==> src/rtl/sub_pkg.sv <==
// Shared width default and result record for the pipelined subtractor.
package sub_pkg;

    localparam int SUB_WIDTH = 16;

    typedef struct packed {
        logic [SUB_WIDTH-1:0] diff;
        logic                 bout;
        logic                 overflow;
    } sub_result_t;

endpackage

==> src/rtl/sub_slice.sv <==
// Combinational W-bit subtract slice: d = x - y - bi, bo = borrow out.
module sub_slice #(
    parameter int W = 8
) (
    input  logic [W-1:0] x,
    input  logic [W-1:0] y,
    input  logic         bi,
    output logic [W-1:0] d,
    output logic         bo
);

    logic [W:0] full;

    // One extra bit catches the borrow: it is set exactly when x < y + bi.
    assign full    = {1'b0, x} - {1'b0, y} - {{W{1'b0}}, bi};
    assign {bo, d} = full;

endmodule

==> src/rtl/sub_16bit_pipe.sv <==
// Two-stage subtractor: low slice in stage 1, high slice plus flags in stage 2,
// with a valid/ready skid-free pipeline that holds up to two beats.
module sub_16bit_pipe
    import sub_pkg::*;
#(
    parameter int WIDTH = SUB_WIDTH,
    parameter int LO_W  = WIDTH / 2
) (
    input  logic             clk,
    input  logic             rst_n,
    input  logic             in_valid,
    output logic             in_ready,
    input  logic [WIDTH-1:0] a,
    input  logic [WIDTH-1:0] b,
    input  logic             bin,
    output logic             out_valid,
    input  logic             out_ready,
    output logic [WIDTH-1:0] diff,
    output logic             bout,
    output logic             overflow
);

    localparam int HI_W = WIDTH - LO_W;

    logic            s1_valid;
    logic [LO_W-1:0] s1_lo;
    logic            s1_blo;
    logic [HI_W-1:0] s1_a_hi;
    logic [HI_W-1:0] s1_b_hi;

    logic             s2_valid;
    logic [WIDTH-1:0] s2_diff;
    logic             s2_bout;
    logic             s2_ovf;

    logic            s1_adv;
    logic            s2_adv;
    logic [LO_W-1:0] lo_d;
    logic            lo_bo;
    logic [HI_W-1:0] hi_d;
    logic            hi_bo;
    logic            hi_ovf;

    assign s2_adv   = !s2_valid || out_ready;
    assign s1_adv   = !s1_valid || s2_adv;
    assign in_ready = rst_n && s1_adv;

    sub_slice #(.W(LO_W)) u_slice_lo (
        .x  (a[LO_W-1:0]),
        .y  (b[LO_W-1:0]),
        .bi (bin),
        .d  (lo_d),
        .bo (lo_bo)
    );

    sub_slice #(.W(HI_W)) u_slice_hi (
        .x  (s1_a_hi),
        .y  (s1_b_hi),
        .bi (s1_blo),
        .d  (hi_d),
        .bo (hi_bo)
    );

    // Operands of opposite sign whose result sign departs from the minuend.
    assign hi_ovf = (s1_a_hi[HI_W-1] != s1_b_hi[HI_W-1]) &&
                    (hi_d[HI_W-1] != s1_a_hi[HI_W-1]);

    always_ff @(posedge clk or negedge rst_n) begin
        if (!rst_n) begin
            s1_valid <= 1'b0;
            s1_lo    <= '0;
            s1_blo   <= 1'b0;
            s1_a_hi  <= '0;
            s1_b_hi  <= '0;
        end else if (s1_adv) begin
            s1_valid <= in_valid;
            if (in_valid) begin
                s1_lo   <= lo_d;
                s1_blo  <= lo_bo;
                s1_a_hi <= a[WIDTH-1:LO_W];
                s1_b_hi <= b[WIDTH-1:LO_W];
            end
        end
    end

    always_ff @(posedge clk or negedge rst_n) begin
        if (!rst_n) begin
            s2_valid <= 1'b0;
            s2_diff  <= '0;
            s2_bout  <= 1'b0;
            s2_ovf   <= 1'b0;
        end else if (s2_adv) begin
            s2_valid <= s1_valid;
            if (s1_valid) begin
                s2_diff <= {hi_d, s1_lo};
                s2_bout <= hi_bo;
                s2_ovf  <= hi_ovf;
            end
        end
    end

    assign out_valid = s2_valid;
    assign diff      = s2_diff;
    assign bout      = s2_bout;
    assign overflow  = s2_ovf;

endmodule
==> config.mk <==
export PLATFORM = sky130hd
export DESIGN_NAME = sub_16bit_pipe
export DESIGN_NICKNAME = d
export VERILOG_FILES = /design/src/rtl/sub_pkg.sv /design/src/rtl/sub_slice.sv /design/src/rtl/sub_16bit_pipe.sv
export SDC_FILE = /design/constraint.sdc
export NUM_CORES = 1
export LEC_CHECK = 0
export BUFFER_PORTS_ARGS = -buffer_cell sky130_fd_sc_hd__buf_2
export CORE_ASPECT_RATIO = 1.1
export CORE_MARGIN = 2
export CORE_UTILIZATION = 35
export CTS_BUF_LIST = sky130_fd_sc_hd__clkbuf_8 sky130_fd_sc_hd__clkbuf_16
export DETAILED_ROUTE_END_ITERATION = 8
export PLACE_DENSITY = 0.69
export REMOVE_ABC_BUFFERS = 1
export SLEW_MARGIN = 20
export SYNTH_ARGS = -nofsm -noshare
export SYNTH_HDL_FRONTEND = slang
export SYNTH_SLANG_ARGS = --single-unit
==> constraint.sdc <==
create_clock -name clk -period 2.1 [get_ports clk]
set_input_delay 0.42 -clock clk [delete_from_list [all_inputs] [get_ports clk]]
set_output_delay 0.42 -clock clk [all_outputs]
set_load 0.02 [all_outputs]
==> results.md <==
- The element type at the critical path end is a flop.
- In this run the count of I/O pins placed on the die edge is 57.
- STA puts the critical path data required time at 2300 ps.
- The proportion of synthesized flip-flops having asynchronous set or reset is 100.0%.
- Yosys printed 0 warnings.
- The finished cells cover 0.003281 mm2.
- The root buffer cell chosen for the clock tree is sky130_fd_sc_hd__clkbuf_8.
- The first-pass GRT wire length is 8424 um.
- Measured against its own limit, the worst slew margin works out to 63.07%.
- After detailed routing, the average wire length per cell comes to 11.40 um.
- The number of remaining DRC errors is 0.
- Measured along the y axis, the die boundary spans 95.74 um.
- Entering global routing, the biggest net connects 46 pins.
- Global routing consumed, over all layers together, 12.65% of the routing resources.
- The total of max-cap violations is 0.
- The clock tree from TritonCTS is yes.
- The die is 87.40 um wide.
- The die covers 0.008367 mm2.
- Relative to the synthesized area, the layout overhead comes to 22.52%.
- The count of nets left with antenna violations after detail routing is 0.
- The first detailed-routing pass took 4 iterations.
- The initial utilization of the core area, before any placement, comes to 36.03%.
- Across the routed clock network, the largest skew measured is 8.208 ps.
- The worst setup path is of the flop to flop kind.
- The estimated wirelength of the detail-placed design is 3814 um.
- The path class of the tightest hold or removal check is input pin to async pin.
- The data arrival at the endpoint of the critical path is 2270 ps.
- The via count of the first global-routing pass came to between 1,500 and 2,000.
- After synthesis the netlist holds a flip-flop and latch count of 45.
- Yosys mapped the design onto 35 distinct sky130hd cell types.
- The largest fanout of any net on the critical path is 2.
- During placement, the flow inserted port buffers numbering 56.
- The flow ran to the end, and the final reports show no timing, DRC or antenna violations.
- For the finished layout, the period the worst path requires is 2070 ps.
- The mapped netlist covers 0.002678 mm2.
- The number of sinks on the clock net is 45.
- The final worst-path setup slack is 30.42 ps.
- In this run, synthesis inferred 0 flip-flops with an integrated enable.
- The final weighted congestion in routability-driven placement is 0.7775.
- In this run the deepest clock path goes through 2 buffers.
- The power consumption is ~3.2 mW.
- The fraction of the yosys area taken by sequential cells is 42.06%.
- The initial antenna violation count is 0.
- Derived from the worst setup path, the maximum achievable clock frequency is 0.4832 GHz.
- The first routing iteration left 39 violations.
- The area of the core is about 0.0074 mm2.
- After detailed routing, the number of vias per cell comes to 4.659.
- The maximum resistive drop on vdd is 283.8 uV.
- Summed over all layers, the routed wires come to 4776 um.
- The per-instance average area after synthesis is 10.30 um2.
- The leakage power total is 1.661 nW.
- The total congestion overflow is 0.
- The commonest non-fill, non-tap cell in the layout is sky130_fd_sc_hd__buf_2.
- The clock edge transition at the registers on the reported setup and hold paths is 80 ps.
- The number of buffers added by the clock tree synthesis step is 5.
- The share of the clock period used by the worst path is 98.55%.
- The cell row count is 33.
- The ratio of cells with drive above 1 in the final layout is 34.74%.
- Clock latency on the worst-skew pair, taken at its later pin, is 290 ps.
- The number of endpoints failing setup at the final stage is 0.
- The final number of max-transition violations is 0.
- Setup repair after global routing could not meet its margin everywhere.
- The power density normalized to cell area is 988.0 mW/mm2.
- For this run, the post-layout net count is 399.
- The final count of hold timing violations is 0.
- At the pin with the least slew margin, the transition time is around 550 ps.
- The number of H-tree levels is 2.
- STA classifies the critical path startpoint as a flop.
- The top flip-flop cell by instance count after synthesis is sky130_fd_sc_hd__dfrtp_1.
- Prior to clock tree synthesis, the placed netlist has a worst setup slack of -378.1 ps.
- In the layout the commonest cells are sky130_fd_sc_hd__buf_2 (56), sky130_fd_sc_hd__dfrtp_1 (45), sky130_fd_sc_hd__inv_1 (44).
- For this design, the CTS-stage hold fixing added 0 buffers.
- The cell area after placement is 0.003141 mm2.
- The number of cells produced by synthesis is 260.
- The total number of vias is 1,952.
path summary, 6_finish.rpt:
kind                                  from        to  slack, ps  cells after the start
worst min register to register    overflow  overflow        470                      2
max in group asynchronous            rst_n   diff[2]       1500                      2
worst max-delay path            s1_b_hi[0]  overflow         30                      9
min in group clk                  in_valid  s1_valid        330                      2
worst min-delay path                 rst_n  diff[13]        210                      2
worst max register to register  s1_b_hi[0]  overflow         30                      9
synthesized netlist by cell type (4+ instances only):
cell type / number / area share, %
sky130_fd_sc_hd__a21oi_1: 8 / 1.5
sky130_fd_sc_hd__buf_2: 5 / 0.93
sky130_fd_sc_hd__dfrtp_1: 45 / 42
sky130_fd_sc_hd__fa_1: 4 / 3.0
sky130_fd_sc_hd__ha_1: 28 / 13
sky130_fd_sc_hd__inv_1: 43 / 6.0
sky130_fd_sc_hd__mux2_2: 25 / 11
sky130_fd_sc_hd__nand2_1: 27 / 3.8
sky130_fd_sc_hd__nor2_1: 8 / 1.1
sky130_fd_sc_hd__o211ai_1: 4 / 1.1
sky130_fd_sc_hd__o21ai_0: 14 / 2.6
sky130_fd_sc_hd__o21ai_1: 5 / 0.93
sky130_fd_sc_hd__xnor2_1: 11 / 3.6
sky130_fd_sc_hd__xor2_1: 4 / 1.3
critical path, stage by stage, from the launching register on:
cell                        delay (ps)
sky130_fd_sc_hd__dfrtp_1           360
sky130_fd_sc_hd__inv_2              50
sky130_fd_sc_hd__fa_2              570
sky130_fd_sc_hd__inv_2              50
sky130_fd_sc_hd__ha_4              150
sky130_fd_sc_hd__o211ai_1          250
sky130_fd_sc_hd__o2111ai_1         150
sky130_fd_sc_hd__nand2_1           140
sky130_fd_sc_hd__xnor2_1            80
sky130_fd_sc_hd__o31ai_1           180
power breakdown:
group	switching (mW)	total [mW]	leakage, nW	internal, mW
clock	0.267	0.489	0.0519	0.222
combinational	0.821	1.51	1.07	0.692
sequential	0.124	1.24	0.538	1.12
cells by family (layout without fill, tap and decap cells):
group	Yosys count	in the layout	share of synthesized area (%)
and+or+nand+nor	50	50	8.552
buffers and inverters	50	121	7.242
DFF	45	45	42.06
AOI/OAI and AO/OA	41	41	9.860
adders and majority gates	32	32	16.08
muxes	27	27	11.31
xor gates and xnor gates	15	15	4.906
other	0	1	0
layer usage:
metal  vias up  share of wire, %  track usage, %  routed length [um]
met5         -                 0               0                   0
met4         0               1.1           4.231                  54
met3         4               5.6           3.173                 268
met2        42                54           23.80                2561
met1       905                40           13.69                1892
li1       1001                 -               -                   -
registers in the layout (all words and copies together), names as in the netlist:
| name | flops |
|---|---|
| diff | 16 |
| s1_a_hi | 8 |
| s1_b_hi | 8 |
| s1_lo | 8 |
| bout | 1 |
| out_valid | 1 |
| overflow | 1 |
| s1_blo | 1 |
| s1_valid | 1 |
through the flow:
step | utilization, % | instances | setup TNS [ps] | hold WS (ps)
final | 44.14 | 419 | 0 | 211.2
after detailed placement | 42.26 | 409 | -1240 | 465.5
after global placement | 42.26 | 409 | -998.9 | 455.2
after floorplan | - | 254 | -410.7 | 124.4
after CTS | 43.67 | 418 | -3.119 | 234.5
after global routing | 44.11 | 418 | -216.4 | 278.1
final cells by class:
class                   instances  area, um2
flip-flops and latches         45       1126
repair buffers                 69      390.4
multi-input cells             165       1408
diodes                          1      2.502
clock inverters                 3      11.26
clock buffers                   5      68.82
inverters                      44      165.2
well taps                      87      108.9
fillers                       731       4151
timing repair:
item                       4_1_cts  5_1_grt
buffers inserted                 1        0
resized for setup                6        8
pin swaps                        6        9
setup endpoints to repair        6        8
(Power assumes the default switching activity.)
